===== config.mk =====
export PLATFORM = sky130hd
export DESIGN_NAME = gj_sequencer
export DESIGN_NICKNAME = d
export VERILOG_FILES = /design/src/rtl/gj_pkg.sv /design/src/rtl/gj_idx_cnt.sv /design/src/rtl/gj_sequencer.sv
export SDC_FILE = /design/constraint.sdc
export NUM_CORES = 1
export LEC_CHECK = 0
export BUFFER_PORTS_ARGS = -buffer_cell sky130_fd_sc_hd__buf_2
export CAP_MARGIN = 20
export CELL_PAD_IN_SITES_DETAIL_PLACEMENT = 1
export CELL_PAD_IN_SITES_GLOBAL_PLACEMENT = 2
export CORE_UTILIZATION = 33
export DETAILED_ROUTE_END_ITERATION = 12
export PLACE_DENSITY_LB_ADDON = 0.08
export SETUP_SLACK_MARGIN = 0.1
export SLEW_MARGIN = 30
export SYNTH_ARGS = -nofsm -noshare
export SYNTH_HDL_FRONTEND = slang
export SYNTH_HIERARCHICAL = 1
export SYNTH_SLANG_ARGS = --single-unit

===== constraint.sdc =====
create_clock -name clk -period 2.4 [get_ports clk]
set_input_delay 0 -clock clk [delete_from_list [all_inputs] [get_ports clk]]
set_output_delay 0 -clock clk [all_outputs]
set_load 0.005 [all_outputs]

===== src/rtl/gj_pkg.sv =====
// Shared definitions for the Gauss-Jordan inversion sequencer.
// Holds the default matrix order and index widths, the FSM state encoding
// and the datapath command opcodes.
package gj_pkg;

    localparam int unsigned N_DEF  = 5;
    localparam int unsigned RW_DEF = 3;
    localparam int unsigned CW_DEF = 4;

    typedef enum logic [2:0] {
        ST_IDLE  = 3'd0,
        ST_CHECK = 3'd1,
        ST_NORM  = 3'd2,
        ST_ELIM  = 3'd3,
        ST_FIN   = 3'd4
    } state_t;

    typedef enum logic [1:0] {
        OP_NONE = 2'b00,
        OP_NORM = 2'b01,
        OP_ELIM = 2'b10
    } op_t;

endpackage


===== src/rtl/gj_idx_cnt.sv =====
// Row/column index counter for the sequencer.
// Ports: clk/rst; clr zeroes both indices; load_norm points at (pivot, 0);
// load_elim points at the first non-pivot row, column 0; step advances the
// column and, in elim mode, wraps it and moves to the next non-pivot row.
// col_last_c / row_last_c flag the final column and final elimination row.
module gj_idx_cnt
    import gj_pkg::*;
#(
    parameter int unsigned N  = N_DEF,
    parameter int unsigned RW = RW_DEF,
    parameter int unsigned CW = CW_DEF
) (
    input  logic          clk,
    input  logic          rst,
    input  logic          clr,
    input  logic          load_norm,
    input  logic          load_elim,
    input  logic          step,
    input  logic          elim,
    input  logic [RW-1:0] pivot,
    output logic [RW-1:0] row,
    output logic [CW-1:0] col,
    output logic          col_last_c,
    output logic          row_last_c
);

    logic [RW-1:0] first_row_c;
    logic [RW-1:0] row_inc_c;
    logic [RW-1:0] row_next_c;

    // Elimination visits every row except the pivot row.
    always_comb begin
        first_row_c = (pivot == RW'(0)) ? RW'(1) : RW'(0);
        row_last_c  = (pivot == RW'(N - 1)) ? (row == RW'(N - 2)) : (row == RW'(N - 1));
        col_last_c  = (col == CW'(2 * N - 1));
        row_inc_c   = row + RW'(1);
        row_next_c  = (row_inc_c == pivot) ? row + RW'(2) : row_inc_c;
    end

    always_ff @(posedge clk or posedge rst) begin
        if (rst) begin
            row <= '0;
            col <= '0;
        end else if (clr) begin
            row <= '0;
            col <= '0;
        end else if (load_norm) begin
            row <= pivot;
            col <= '0;
        end else if (load_elim) begin
            row <= first_row_c;
            col <= '0;
        end else if (step) begin
            if (elim && col_last_c) begin
                row <= row_next_c;
                col <= '0;
            end else begin
                col <= col + CW'(1);
            end
        end
    end

endmodule


===== src/rtl/gj_sequencer.sv =====
// Gauss-Jordan inversion command sequencer.
// Walks pivots k = 0..N-1 over an N x 2N augmented matrix: one CHECK cycle
// for a zero pivot, 2N NORM commands on row k, then 2N ELIM commands on each
// other row. Commands use a valid/ready handshake and hold while stalled.
// Ports: start/abort control, pivot_zero from the datapath, cmd_ready in;
// cmd_valid/op/pivot/row/col command bus, busy, done pulse, sticky err out.
module gj_sequencer
    import gj_pkg::*;
#(
    parameter int unsigned N  = N_DEF,
    parameter int unsigned RW = RW_DEF,
    parameter int unsigned CW = CW_DEF
) (
    input  logic          clk,
    input  logic          rst,
    input  logic          start,
    input  logic          abort,
    input  logic          pivot_zero,
    input  logic          cmd_ready,
    output logic          cmd_valid,
    output logic [1:0]    cmd_op,
    output logic [RW-1:0] cmd_pivot,
    output logic [RW-1:0] cmd_row,
    output logic [CW-1:0] cmd_col,
    output logic          busy,
    output logic          done,
    output logic          err
);

    state_t        state;
    logic [RW-1:0] k;
    logic          hs_c;
    logic          col_last_c;
    logic          row_last_c;
    logic          clr_c;
    logic          load_norm_c;
    logic          load_elim_c;
    logic          step_c;
    logic          elim_c;

    assign cmd_pivot = k;

    // Counter control derived from the current state and handshake.
    always_comb begin
        hs_c        = cmd_valid & cmd_ready;
        elim_c      = (state == ST_ELIM);
        clr_c       = (state == ST_IDLE) & start & ~abort;
        load_norm_c = (state == ST_CHECK) & ~pivot_zero;
        load_elim_c = (state == ST_NORM) & hs_c & col_last_c;
        step_c      = hs_c & (((state == ST_NORM) & ~col_last_c) |
                              ((state == ST_ELIM) & ~(col_last_c & row_last_c)));
    end

    gj_idx_cnt #(
        .N  (N),
        .RW (RW),
        .CW (CW)
    ) u_idx_cnt (
        .clk        (clk),
        .rst        (rst),
        .clr        (clr_c),
        .load_norm  (load_norm_c),
        .load_elim  (load_elim_c),
        .step       (step_c),
        .elim       (elim_c),
        .pivot      (k),
        .row        (cmd_row),
        .col        (cmd_col),
        .col_last_c (col_last_c),
        .row_last_c (row_last_c)
    );

    // Sequencing FSM; abort overrides everything except reset while busy.
    always_ff @(posedge clk or posedge rst) begin
        if (rst) begin
            state     <= ST_IDLE;
            k         <= '0;
            cmd_valid <= 1'b0;
            cmd_op    <= 2'(OP_NONE);
            busy      <= 1'b0;
            done      <= 1'b0;
            err       <= 1'b0;
        end else if (abort && (state != ST_IDLE)) begin
            state     <= ST_IDLE;
            cmd_valid <= 1'b0;
            cmd_op    <= 2'(OP_NONE);
            busy      <= 1'b0;
            done      <= 1'b0;
        end else begin
            done <= 1'b0;
            case (state)
                ST_IDLE: begin
                    if (start && !abort) begin
                        state <= ST_CHECK;
                        k     <= '0;
                        err   <= 1'b0;
                        busy  <= 1'b1;
                    end
                end
                ST_CHECK: begin
                    if (pivot_zero) begin
                        state <= ST_FIN;
                        err   <= 1'b1;
                        done  <= 1'b1;
                    end else begin
                        state     <= ST_NORM;
                        cmd_valid <= 1'b1;
                        cmd_op    <= 2'(OP_NORM);
                    end
                end
                ST_NORM: begin
                    if (hs_c && col_last_c) begin
                        state  <= ST_ELIM;
                        cmd_op <= 2'(OP_ELIM);
                    end
                end
                ST_ELIM: begin
                    if (hs_c && col_last_c && row_last_c) begin
                        cmd_valid <= 1'b0;
                        cmd_op    <= 2'(OP_NONE);
                        if (k == RW'(N - 1)) begin
                            state <= ST_FIN;
                            done  <= 1'b1;
                        end else begin
                            state <= ST_CHECK;
                            k     <= k + RW'(1);
                        end
                    end
                end
                ST_FIN: begin
                    state <= ST_IDLE;
                    busy  <= 1'b0;
                end
                default: begin
                    state <= ST_IDLE;
                    busy  <= 1'b0;
                end
            endcase
        end
    end

endmodule

==> results of run 1 <==
==> layout make-up <==
| class | instances | area (um2) | share of cell area, % |
|---|---|---|---|
| multi-input cells | 127 | 842 | 48.8 |
| flip-flops and latches | 19 | 478 | 27.7 |
| repair buffers | 40 | 250 | 14.5 |
| well taps | 50 | 62.6 | 3.62 |
| inverters | 13 | 48.8 | 2.83 |
| clock buffers | 4 | 45.0 | 2.61 |
==> report_power, final <==
group | total [uW] | internal, uW | switching, uW
Clock | 233 | 118 | 114
Sequential | 432 | 372 | 59.6
Combinational | 558 | 268 | 289
==> stage by stage <==
stage / total power (uW) / std cells / util, % / worst slack [ns] / hold WS (ns)
global route: 1320 / 253 / 43.2 / 0.0765 / 0.0649
global placement: 960 / 244 / 40.5 / 0.195 / -0.0479
finish: 1220 / 253 / 43.2 / 0.207 / 0.0484
detailed placement: 977 / 244 / 40.5 / 0.138 / -0.0376
floorplan: 797 / 165 / - / 0.146 / -0.197
CTS: 1220 / 249 / 41.9 / 0.124 / 0.0359
==> layer usage <==
metal | global-route usage, % | vias to the layer above
met5 | 0 | -
met4 | 6.38 | 0
met3 | 2.05 | 4
met2 | 35.0 | 22
met1 | 26.5 | 679
li1 | - | 673
==> critical path, cell delays in order (launching register included) <==
cell	delay [ns]
dfrtp_2	0.42
ha_2	0.19
and3b_2	0.22
nand3_2	0.09
nor3_1	0.06
buf_4	0.16
or3_1	0.33
or3_1	0.31
a31oi_1	0.19
mux2_4	0.17
==> what timing repair did <==
item	4_1_cts	5_1_grt
hold endpoints to repair	19	0
hold buffers	1	0
buffers inserted	0	4
setup endpoints to repair	0	4
resized for setup	0	7
==> cell usage after synthesis, drive strengths merged (2+ instances only) <==
| cell type | n |
|---|---|
| nor3 | 8 |
| a21oi | 14 |
| nor2 | 13 |
| or3 | 3 |
| inv | 13 |
| nand4 | 2 |
| nor4 | 2 |
| or2 | 3 |
| ha | 5 |
| xnor2 | 4 |
| dfrtp | 19 |
| mux2i | 2 |
| nand2 | 16 |
| nand4b | 2 |
| nand2b | 4 |
| a32oi | 2 |
| buf | 5 |
| a311oi | 2 |
| o21ai | 8 |
| and3 | 2 |
| nor2b | 4 |
| a31oi | 6 |
| nand3 | 5 |
==> path summary, 6_finish.rpt <==
kind	from	cells after the start	slack, ns	endpoint
setup / recovery	u_idx_cnt/col[0]	9	0.21	u_idx_cnt/row[1]
hold / removal	abort	2	0.05	cmd_op[0]
setup reg to reg	u_idx_cnt/col[0]	9	0.21	u_idx_cnt/row[1]
hold reg to reg	u_idx_cnt/col[3]	1	0.53	u_idx_cnt/col[3]
max in group asynchronous	rst	3	1.76	cmd_valid
min in group asynchronous	rst	3	0.22	u_idx_cnt/col[3]
==> kinds of logic after synthesis <==
kind of cell    count (synthesis)
xor+xnor                        5
fa+ha+maj                       5
flops                          19
compound gates                 44
buf+inv                        19
simple gates                   70
mux                             3
==> state kept, by name (all words and copies together), names as in the netlist <==
name / flops
u_idx_cnt/row: 3
u_idx_cnt/col: 4
cmd_op: 2
state: 3
done: 1
err: 1
cmd_valid: 1
cmd_pivot: 3
busy: 1
==> impl_metrics.json, run 1 <==
{
  "cp_data_arrival_time_ns": 2.39,
  "outcome": "finished, final reports clean",
  "grt.overflow.total": 0,
  "power.density_mw_per_mm2": 708,
  "yosys-top-cells-area": "dfrtp_1 (34%), ha_1 (4.5%), a21oi_1 (4.3%), nand2_1 (4.1%), inv_1 (3.5%)",
  "synth_top_area_share_pct": 34.4,
  "p_leak_uw": 0.000774,
  "synth_top_family_by_area": "simple AND/OR/NAND/NOR gates",
  "tritoncts": "yes",
  "fin_area_mm2": 0.00173,
  "met2_length_mm": 1.93,
  "grt_pass1_vias": 1404,
  "drv_slew": 0,
  "cp-end-kind": "register",
  "synth_fa_ha_area_share_pct": 4.52,
  "ys_seq_area_share_pct": 34.4,
  "grt_max_degree": 15,
  "synth_edf_count": 0,
  "syn_nets": 176,
  "layout-drive-gt1-share_pct": 29.1,
  "final-setup-viol-count": 0,
  "synth_compound_gate_area_share_pct": 21.7,
  "nNetsFinal": 215,
  "avgRoutedWirePerCell_um": 16.0,
  "num_antenna_cells": 0,
  "cts_buffer_depth": 2,
  "timing.critical_path.required_ns": 2.60,
  "htree_levels": 1,
  "fillers": 497,
  "period_share_pct": 91.4,
  "hpwl_mm": 3.02,
  "routed_via_density": 5.45,
  "final_cell_mix": "buf_2 (21), buf_4 (18), dfrtp_1 (17)",
  "drc": 0,
  "grt_pass1_wl_mm": 6.81,
  "tightestPinTransition_ns": 0.497,
  "io_pins": 22,
  "synth_top_area_cell": "dfrtp_1",
  "grt_use_total_pct": 20.4,
  "syn_avg_cell_area_um2": 8.38,
  "yosys_warnings": 6,
  "routed.top_layer": "met4",
  "ant_nets": 0,
  "rsz0062_at_grt": "no",
  "dieArea_mm2": 0.00445,
  "max_freq_mhz": 456,
  "vias": 1378,
  "routedLengthMet1_mm": 1.97,
  "wl_mm": 4.06,
  "synth_cells": 165,
  "synth_area_mm2": 0.00138,
  "synth-simple-area-share_pct": 27.4,
  "start_kind": "register",
  "insertion_delay_ns": 0.26,
  "cts_root_buf": "clkbuf_8",
  "synth-async-reset-ratio_pct": 100,
  "io_buffers": 21,
  "final_common_cell": "buf_2",
  "gp_congestion": 0.826,
  "dpl-instance-area_mm2": 0.00162,
  "die_h_um": 66.7,
  "area_growth_pct": 24.9,
  "rows": 23,
  "finalHoldViolations": 0,
  "setup_tns_ns": 0,
  "clkTransAtPathRegs_ns": 0.08,
  "synthMuxAreaShare_pct": 2.26,
  "fin_worst_skew_ns": 0.00416,
  "start_util_pct": 34.6,
  "ys_seq_elements": 19,
  "min_period_ns": 2.19,
  "antenna_found_initial": 0,
  "crit_fanout": 7,
  "max_slew_margin_pct": 66.9,
  "synthFlopType": "dfrtp_1",
  "cap_violations": 0,
  "die_x_um": 66.7,
  "core_area_mm2": 0.00400,
  "min_path_type": "input port to register",
  "cts_made_buffers": 3,
  "firstDrtPassIters": 6,
  "cts_sinks": 19,
  "vdd_drop_max_mv": 0.307,
  "synth-xor-area-share_pct": 3.71,
  "drt-initial-drc-count": 52,
  "wl_met3_um": 107,
  "crit_type": "register to register",
  "synth.distinct_cells": 49
}
Note: power is estimated with default switching activity, not from simulation.
==> inputs of run 2 (changes only) <==
Settings changed: CELL_PAD_IN_SITES_DETAIL_PLACEMENT 1 to 0, CELL_PAD_IN_SITES_GLOBAL_PLACEMENT 2 to 1, CORE_UTILIZATION 33 to 41, REMOVE_ABC_BUFFERS set to 1.
==> impl_metrics.json, run 2 (synthesized netlist as in run 1, its figures left out) <==
{
  "outcome": "finished, final reports clean",
  "cp_data_arrival_time_ns": 2.45,
  "grt_pass1_wl_mm": 5.84,
  "hp-start": "pivot_zero",
  "final_common_cell": "buf_2",
  "avgRoutedWirePerCell_um": 14.4,
  "hold_path_end": "err",
  "io_buffers": 21,
  "cts_root_buf": "clkbuf_4",
  "timing.critical_path.required_ns": 2.65,
  "ant_nets": 0,
  "cp-end-kind": "register",
  "cts_made_buffers": 3,
  "max_freq_mhz": 454,
  "clkTransAtPathRegs_ns": 0.12,
  "final_cell_mix": "buf_2 (21), dfrtp_1 (19), buf_4 (18)",
  "rr_endpoint": "u_idx_cnt/row[0]",
  "grt_pass1_vias": 1271,
  "vdd_drop_max_mv": 0.310,
  "reg2reg_from": "u_idx_cnt/col[1]",
  "die_x_um": 60.1,
  "core_area_mm2": 0.00313,
  "power.density_mw_per_mm2": 681,
  "fin_area_mm2": 0.00173,
  "grt.overflow.total": 0,
  "setup_tns_ns": 0,
  "vias": 1367,
  "regMostFlops": "u_idx_cnt/col",
  "grt_use_total_pct": 21.9,
  "die_h_um": 60.1,
  "grt_use_met2_pct": 35.4,
  "antenna_found_initial": 0,
  "htree_levels": 1,
  "final-setup-viol-count": 0,
  "crit_type": "register to register",
  "dieArea_mm2": 0.00361,
  "reg2reg_slack_ns": 0.20,
  "insertion_delay_ns": 0.31,
  "gp_congestion": 0.865,
  "io_pins": 22,
  "cts_buffer_depth": 2,
  "num_antenna_cells": 0,
  "routed_via_density": 5.51,
  "nNetsFinal": 216,
  "dpl-instance-area_mm2": 0.00162,
  "drc": 0,
  "layout-drive-gt1-share_pct": 28.9,
  "drt-initial-drc-count": 86,
  "start_kind": "register",
  "fin_hold_ws_ns": 0.0555,
  "cap_violations": 0,
  "rsz0062_at_grt": "no",
  "holdPathStages": 3,
  "p_leak_uw": 0.000780,
  "wl_mm": 3.58,
  "max_slew_margin_pct": 68.1,
  "grt_max_degree": 13,
  "min_path_type": "input port to register",
  "area_growth_pct": 25.0,
  "start_util_pct": 44.2,
  "cts_sinks": 19,
  "busiest_layer": "met2",
  "tritoncts": "yes",
  "grtUsageMet1_pct": 30.4,
  "min_period_ns": 2.20,
  "largest_reg_flops": 4,
  "hpwl_mm": 2.62,
  "period_share_pct": 91.7,
  "tightestPinTransition_ns": 0.478,
  "rows": 20,
  "met3_usage_pct": 2.16,
  "finalHoldViolations": 0,
  "r2r_cells": 9,
  "crit_fanout": 7,
  "firstDrtPassIters": 4,
  "drv_slew": 0,
  "fin_worst_skew_ns": 0.00596
}
[run 2: repair_timing]
action,in CTS,in global routing
resized for setup,0,8
hold endpoints to repair,20,0
buffers inserted,0,4
endpoints found under the setup margin,0,5
hold buffers,2,0
[run 2: layer usage]
layer	vias up	wire length, um
met3	4	157
met4	0	34
met1	646	1670
met2	40	1720
met5	-	0
li1	677	-
[run 2: final cells by class]
cell class	instances	area (um2)
Clock buffer	3	22.5
Clock inverter	1	5.00
Fill cell	319	1400
Inverter	13	48.8
Multi-Input combinational cell	127	861
Sequential cell	19	475
Tap cell	44	55.1
Timing Repair Buffer	41	260
[run 2: worst max-delay path by stage]
| stage | startpoint | to | slack [ns] | depth (start not counted) |
|---|---|---|---|---|
| floorplan | u_idx_cnt/col[1] | u_idx_cnt/row[0] | 0.14 | 9 |
| global placement | u_idx_cnt/col[0] | u_idx_cnt/row[2] | 0.23 | 10 |
| finish | u_idx_cnt/col[1] | u_idx_cnt/row[0] | 0.20 | 9 |
| detailed placement | u_idx_cnt/col[0] | u_idx_cnt/row[1] | 0.17 | 9 |
| global route | u_idx_cnt/col[1] | u_idx_cnt/row[0] | 0.12 | 9 |
| CTS | u_idx_cnt/col[0] | u_idx_cnt/row[1] | 0.13 | 9 |
[run 2: worst max-delay path, stage by stage (launching register included)]
cell     delay, ns
dfrtp_1       0.41
inv_1         0.07
ha_2          0.17
and3b_2       0.24
nand3_4       0.10
nor3_4        0.31
a31oi_1       0.17
a221o_1       0.37
a21oi_1       0.13
o221a_2       0.19
[run 2: per-stage QoR]
step	cells	worst slack, ns	util [%]	total power (uW)
6_report	248	0.198	55.2	1180
5_1_grt	248	0.118	55.2	1270
4_1_cts	245	0.132	53.4	1160
3_5_place_dp	239	0.165	51.8	981
3_3_place_gp	239	0.227	51.8	972
2_1_floorplan	159	0.145	-	790
[run 2: power breakdown]
group | leakage [uW] | switching (uW) | total [uW] | internal [uW]
clock | 0.0000177 | 108 | 170 | 62.2
combinational | 0.000510 | 301 | 586 | 285
sequential | 0.000251 | 51.0 | 421 | 370
total | 0.000780 | 459 | 1180 | 717
==> inputs of run 3 (changes only) <==
Settings changed: CORE_UTILIZATION 41 to 40.
==> impl_metrics.json, run 3 (synthesized netlist as in run 1, its figures left out) <==
{
  "largest_reg_flops": 4,
  "cap_violations": 0,
  "cts_buffer_depth": 2,
  "final_common_cell": "buf_2",
  "antenna_found_initial": 0,
  "dpl-instance-area_mm2": 0.00163,
  "placed_cells": 240,
  "die_x_um": 60.8,
  "timing.critical_path.required_ns": 2.65,
  "crit_type": "register to register",
  "p_leak_uw": 0.000777,
  "insertion_delay_ns": 0.30,
  "fillers": 320,
  "pre_cts_slack_ns": 0.150,
  "gp_congestion": 0.849,
  "layout_setup_ws_ns": 0.208,
  "wl_mm": 3.47,
  "setup_tns_ns": 0,
  "firstDrtPassIters": 4,
  "vias": 1354,
  "rsz0062_at_grt": "yes",
  "period_share_pct": 91.3,
  "io_buffers": 21,
  "multi_input_area_um2": 835,
  "regMostFlops": "u_idx_cnt/col",
  "crit_fanout": 7,
  "start_kind": "register",
  "regArea_um2": 477,
  "tritoncts": "yes",
  "num_antenna_cells": 0,
  "fin_area_mm2": 0.00171,
  "vdd_drop_max_mv": 0.307,
  "routed_via_density": 5.44,
  "cts_root_buf": "clkbuf_4",
  "clkTransAtPathRegs_ns": 0.12,
  "avgRoutedWirePerCell_um": 14.0,
  "max_freq_mhz": 456,
  "min_period_ns": 2.19,
  "htree_levels": 1,
  "max_slew_margin_pct": 67.3,
  "crit_chain": "ha_1 -> and3b_1 -> nand3_2 -> nor3_2 -> buf_4 -> or3_1 -> or3_1 -> a31oi_1 -> mux2_2",
  "drv_slew": 0,
  "ant_nets": 0,
  "power.density_mw_per_mm2": 678,
  "grt.overflow.total": 0,
  "grt_pass1_vias": 1191,
  "cp-end-kind": "register",
  "start_util_pct": 43.8,
  "cts_made_buffers": 3,
  "cp_data_arrival_time_ns": 2.44,
  "final-setup-viol-count": 0,
  "grt_use_total_pct": 20.3,
  "grt_max_degree": 13,
  "min_path_type": "input port to register",
  "hpwl_mm": 2.56,
  "die_h_um": 60.8,
  "tightestPinTransition_ns": 0.490,
  "final_cell_mix": "buf_2 (21), buf_4 (19), dfrtp_1 (18)",
  "cp_slowest_cell": "dfrtp_2",
  "drt-initial-drc-count": 89,
  "area_growth_pct": 23.6,
  "grt_pass1_wl_mm": 5.60,
  "layout.cells.non_filler": 249,
  "fin_worst_skew_ns": 0.00367,
  "nNetsFinal": 217,
  "finalHoldViolations": 0,
  "crit_top_cell": "or3_1",
  "rows": 20,
  "drc": 0,
  "dieArea_mm2": 0.00370,
  "outcome": "finished, final reports clean",
  "io_pins": 22,
  "core_area_mm2": 0.00315,
  "cts_sinks": 19,
  "layout-drive-gt1-share_pct": 27.8,
  "cp_slowest_stage_delay_ns": 0.44
}
[run 3: critical path, delay by kind of cell (launching register included)]
| kind | cells | cell delay, ns |
|---|---|---|
| AND/OR/NAND/NOR | 5 | 1.04 |
| multiplexers | 1 | 0.16 |
| buffers and inverters | 1 | 0.15 |
| AO/OA/AOI/OAI | 1 | 0.14 |
| adder cells (fa/ha/maj) | 1 | 0.21 |
| flip-flops | 1 | 0.44 |
[run 3: repair_timing]
item,in CTS,in global routing
endpoints found under the hold margin,20,0
buffers inserted,0,3
hold buffers,2,0
resized for setup,0,3
endpoints found under the setup margin,0,4
[run 3: worst paths after layout]
path / start / endpoint / slack, ns / cells after the start
setup / recovery: u_idx_cnt/col[0] / u_idx_cnt/row[1] / 0.21 / 9
hold / removal: pivot_zero / err / 0.04 / 3
setup reg to reg: u_idx_cnt/col[0] / u_idx_cnt/row[1] / 0.21 / 9
hold reg to reg: u_idx_cnt/col[1] / u_idx_cnt/col[1] / 0.55 / 2
max in group asynchronous: rst / state[1] / 1.81 / 3
min in group asynchronous: rst / u_idx_cnt/col[1] / 0.17 / 3
[run 3: metal layers]
metal	up-vias	routed length, um	GRT usage, %
met2	41	1590	29.7
met4	0	14	4.22
met3	2	146	2.56
met1	635	1730	31.8
li1	676	-	-
met5	-	0	0
[run 3: cell type report]
cell class | instances | share of cell area (%)
Clock buffer | 4 | 1.54
Tap cell | 44 | 3.22
Sequential cell | 19 | 27.9
Inverter | 13 | 2.86
Multi-Input combinational cell | 127 | 48.8
Timing Repair Buffer | 42 | 15.7
[run 3: stage by stage]
stage	hold WS, ns	total power, uW	utilization (%)
floorplan	-0.197	790	-
CTS	0.0255	1160	53.1
detailed placement	-0.0402	980	51.7
global route	0.0252	1250	54.2
global placement	-0.0402	973	51.7
finish	0.0382	1160	54.2
[run 3: report_power, final]
| part | internal, uW | switching [uW] |
|---|---|---|
| logic | 280 | 290 |
| clock network | 64.8 | 105 |
| registers | 370 | 48.5 |
| total | 715 | 443 |
